File: src/rtl/pc_update_unit.sv
// Program-counter register and next-PC selector for the fetch stage, with a BOOT/FETCH/HALTED sequencer.
// Optional feature: define PC_ALIGN_CHECK_EN to trap misaligned targets (hold PC, sticky error, halt).
module pc_update_unit #(
  parameter logic [31:0] RESET_PC = 32'h0000_0000,
  parameter logic [31:0] STEP     = 32'd4
) (
  input  logic        clk,
  input  logic        rst,
  input  logic [31:0] jump_addr,
  input  logic [31:0] branch_offset,
  input  logic [31:0] reg_target,
  input  logic [1:0]  pc_sel,
  input  logic        take_branch,
  input  logic        stall,
  input  logic        halt,
  input  logic        fetch_ready,
  output logic [31:0] pc_out,
  output logic [31:0] pc_plus4,
  output logic [3:0]  pc_high4,
  output logic        fetch_valid,
  output logic        halted,
  output logic        misalign_err
);

  typedef enum logic [1:0] {
    S_BOOT   = 2'd0,
    S_FETCH  = 2'd1,
    S_HALTED = 2'd2
  } state_t;

  localparam logic [1:0] SEL_SEQ    = 2'b00;
  localparam logic [1:0] SEL_BRANCH = 2'b01;
  localparam logic [1:0] SEL_JUMP   = 2'b10;
  localparam logic [1:0] SEL_REG    = 2'b11;

  state_t      state_q, state_d;
  logic [31:0] pc_q, pc_d;
  logic        err_q, err_d;
  logic [31:0] next_pc;
  logic        upd;
  logic        misalign;

  // Word offset scaled to bytes; sum wraps modulo 2^32.
  function automatic logic [31:0] branch_target(input logic [31:0] base,
                                                input logic signed [31:0] woff);
    logic signed [31:0] byte_off;
    byte_off = woff <<< 2;
    return base + byte_off;
  endfunction

  assign pc_out   = pc_q;
  assign pc_plus4 = pc_q + STEP;
  assign pc_high4 = pc_plus4[31:28];

  assign upd = (state_q == S_FETCH) & fetch_ready & ~stall;

  always_comb begin
    next_pc = pc_plus4;
    case (pc_sel)
      SEL_SEQ:    next_pc = pc_plus4;
      SEL_BRANCH: next_pc = take_branch ? branch_target(pc_plus4, branch_offset) : pc_plus4;
      SEL_JUMP:   next_pc = jump_addr;
      SEL_REG:    next_pc = reg_target;
      default:    next_pc = pc_plus4;
    endcase
  end

`ifdef PC_ALIGN_CHECK_EN
  assign misalign = upd & (next_pc[1:0] != 2'b00);
`else
  assign misalign = 1'b0;
`endif

  always_comb begin
    pc_d  = pc_q;
    err_d = err_q | misalign;
    if (upd && !misalign) begin
      pc_d = next_pc;
    end
  end

  always_comb begin
    state_d = state_q;
    case (state_q)
      S_BOOT:   state_d = S_FETCH;
      S_FETCH:  if (upd && (misalign || halt)) state_d = S_HALTED;
      S_HALTED: state_d = S_HALTED;
      default:  state_d = S_BOOT;
    endcase
  end

  always_ff @(posedge clk or posedge rst) begin
    if (rst) begin
      state_q <= S_BOOT;
      pc_q    <= RESET_PC;
      err_q   <= 1'b0;
    end else begin
      state_q <= state_d;
      pc_q    <= pc_d;
      err_q   <= err_d;
    end
  end

  always_comb begin
    fetch_valid  = 1'b0;
    halted       = 1'b0;
    misalign_err = err_q;
    case (state_q)
      S_FETCH:  fetch_valid = 1'b1;
      S_HALTED: halted      = 1'b1;
      default:  ;
    endcase
  end

endmodule
File: config.mk
export PLATFORM = sky130hd
export DESIGN_NAME = pc_update_unit
export DESIGN_NICKNAME = d
export VERILOG_FILES = /design/src/rtl/pc_update_unit.sv
export SDC_FILE = /design/constraint.sdc
export NUM_CORES = 1
export LEC_CHECK = 0
export CAP_MARGIN = 10
export CORE_MARGIN = 2
export CORE_UTILIZATION = 45
export CTS_BUF_LIST = sky130_fd_sc_hd__clkbuf_8
export DETAILED_ROUTE_END_ITERATION = 8
export HOLD_SLACK_MARGIN = 0.1
export PLACE_DENSITY = 0.86
export SETUP_SLACK_MARGIN = 0.4
export SYNTH_ARGS = -nofsm -noshare
export SYNTH_HDL_FRONTEND = slang
export SYNTH_SLANG_ARGS = --single-unit
File: constraint.sdc
create_clock -name clk -period 6.5 [get_ports clk]
set_clock_uncertainty 0.05 [all_clocks]
set_input_delay 1.3 -clock clk [delete_from_list [all_inputs] [get_ports clk]]
set_output_delay 1.3 -clock clk [all_outputs]
set_load 0.1 [all_outputs]
==> flow_metrics.tcl <==
set metrics [dict create \
    worst-r2r-setup-slack_ns 2.13 \
    worst_setup_startpoint "pc_out[14]$_DFFE_PP0P_" \
    max-slew-margin-rel_pct 30.9 \
    antenna_found_initial 0 \
    drtAntennaViolNets 0 \
    buffer_ports.inserted 171 \
    cts.clk_slew.worst_paths_ns 0.08 \
    ctsHoldBuffers 0 \
    first_iter_violations 522 \
    die_h_um 108 \
    worstSetupStartpointType "flip-flop" \
    cts_setup_buffers 0 \
    first_global_vias 5171 \
    maximum_clock_path_buffer_count 2 \
    ff2ff_path_depth 13 \
    finalMaxSlewViolations 0 \
    clock_tree_from_tritoncts "built" \
    cts_resized 0 \
    cts_max_level 2 \
    fin_setup_tns_ns 0 \
    multi_input_comb_area_um2 3730 \
    grt_max_degree 51 \
    cts_made_buffers 5 \
    setup_viol 0 \
    final_layout_size_suffix_gt1_share_pct 4.89 \
    floorplan_core_area_um2 10700 \
    synth.largest_area_cell "dfrtp_1" \
    placed_insts 950 \
    place.detailed.hpwl_um 13200 \
    ff_latch_area_um2 851 \
    area_growth_from_synthesis_to_layout_pct 36.4 \
    clock-sinks 34 \
    grt_usage_pct 28.8 \
    most_frequently_used_flop_master_after_synthesis "dfrtp_1" \
    worst_ep_required_time_ns 5.15 \
    starting_density_pct 45.6 \
    width_of_the_die_um 108 \
    shortest_clock_period_the_worst_path_allows_after_layout_ns 4.90 \
    drt_first_pass_iters 9 \
    netlist-cell-type-count 71 \
    routedWlPerCell_um 18.0 \
    critPathCapture "pc_high4[0]" \
    classification_of_the_worst_setup_path "flip-flop to primary output" \
    antenna_cells 0 \
    post_synth_edffs 0 \
    clockRootBuffer "clkbuf_8" \
    wire_length_of_the_first_global_routing_pass_um 26600 \
    run_status "finished, violations left" \
    worst_ep_arrival_time_ns 3.55 \
    placement_rows 38 \
    finalHoldViolations 0 \
    yosysMostFrequentCell "nand2_1" \
    cp_max_fanout 9 \
    place.gp.congestion 0.968 \
    clock_latency_ns 0.30 \
    synthesis.area_um2 4890 \
    fin_cells 958 \
    avgSynthCellArea_um2 7.22 \
    postSynth.asyncResetShare_pct 100 \
    endpoint_kind "primary output" \
    final_cell_area_um2 6680 \
    route.detailed.vias_per_inst 6.01 \
    synth_fp_nets 821 \
    rr_startpoint "pc_out[6]$_DFFE_PP0P_" \
    proportion_of_synthesized_chip_area_in_sequential_cells_pct 17.4 \
    max-cap-violations 0 \
    post_synth_most_frequent_cells "nand2_1 (96), o21ai_0 (68), a21oi_1 (57), nor2_1 (57), ha_1 (38)" \
    postSynthCellCount 678 \
    postPlaceCellArea_um2 6580 \
    worstReg2RegEnd "pc_out[31]$_DFFE_PP0P_" \
    grt_setup_unrepaired "false" \
    drc_errors 4 \
    fin_nets 960 \
    fmax_mhz 204 \
    top_level_ports 175 \
    register_bit_count_reported_by_yosys 34 \
    ys.warnings.count 0 \
    design.die.area_um2 11700 \
    drt_wl_total_um 17300 \
    netlist.area_leader.share_pct 17.4 \
    fillerInstances 1002 \
    timing.final.crit_share_pct 75.4 \
    worst_pin_slew_ns 1.03 \
    grt_overflow 0 \
    violations_in_the_final_reports "DRC" \
    vias 5756 \
    hold_depth 2 \
    hold_path_class "flip-flop to flip-flop" \
    synthTopCellsByArea "dfrtp_1 (17%), ha_1 (9.7%), nand2_1 (7.4%)" \
]
-- cells by family after synthesis --
family | synth area share [%]
AO/OA/AOI/OAI | 27.3
buffers and inverters | 6.39
other | 0.0766
multiplexers | 5.90
adder cells (fa/ha/maj) | 10.1
XOR/XNOR | 7.85
AND/OR/NAND/NOR | 25.0
flip-flops | 17.4
-- registers in the layout, indices dropped and copies added, names as in the netlist --
name and count:
pc_out 32, state_q 2
-- per-layer routing --
layer / global-route usage, % / wire length (µm)
met2: 47.8 / 8020
met5: 0 / 0
met4: 9.89 / 595
met3: 4.70 / 1730
met1: 37.9 / 6950
-- layout by cell type, fill, tap and decap left out, types with 28 or more instances in the layout --
cell             instances
clkdlybuf4s50_1        169
nand2_1                 96
o21ai_0                 68
nor2_1                  57
a21oi_1                 57
ha_1                    38
dfrtp_1                 34
xnor2_1                 28
-- cell type report --
type                       count  area share (%)
clock buffer                   6            1.24
sequential                    34            12.7
clock inverter                 2           0.131
multi-input combinational    578            55.9
timing repair buffer         177            26.2
tap                          140            2.62
inverter                      21            1.20
-- worst min path at each step --
stage,startpoint,endpoint,slack [ns]
2_1_floorplan,state_q[1]$_DFFE_PP0P_,state_q[1]$_DFFE_PP0P_,0.50
3_3_place_gp,pc_out[1]$_DFFE_PP0P_,pc_out[1]$_DFFE_PP0P_,0.45
3_5_place_dp,pc_out[1]$_DFFE_PP0P_,pc_out[1]$_DFFE_PP0P_,0.46
4_1_cts,pc_out[1]$_DFFE_PP0P_,pc_out[1]$_DFFE_PP0P_,0.48
5_1_grt,pc_out[1]$_DFFE_PP0P_,pc_out[1]$_DFFE_PP0P_,0.51
6_report,pc_out[0]$_DFFE_PP0P_,pc_out[0]$_DFFE_PP0P_,0.48
-- critical path, stage by stage, from the launching register on --
cell and delay [ns]:
dfrtp_1 0.53, and4_1 0.29, and3_1 0.37, and3_2 0.34, nand4_1 0.13, xnor2_1 0.38, clkdlybuf4s50_1 1.22
-- stage by stage --
step | setup slack [ns] | hold WS [ns] | utilization, %
after global placement | 1.99 | 0.449 | 61.3
after floorplan | 0.570 | 0.502 | -
after CTS | 1.60 | 0.482 | 62.1
after detailed placement | 1.94 | 0.461 | 61.3
after global routing | 1.42 | 0.506 | 62.1
final | 1.60 | 0.479 | 62.1
Power is left out: the tool's default activity adds up to more than one toggle a clock period on the data nets, which glitch-free logic cannot reach.
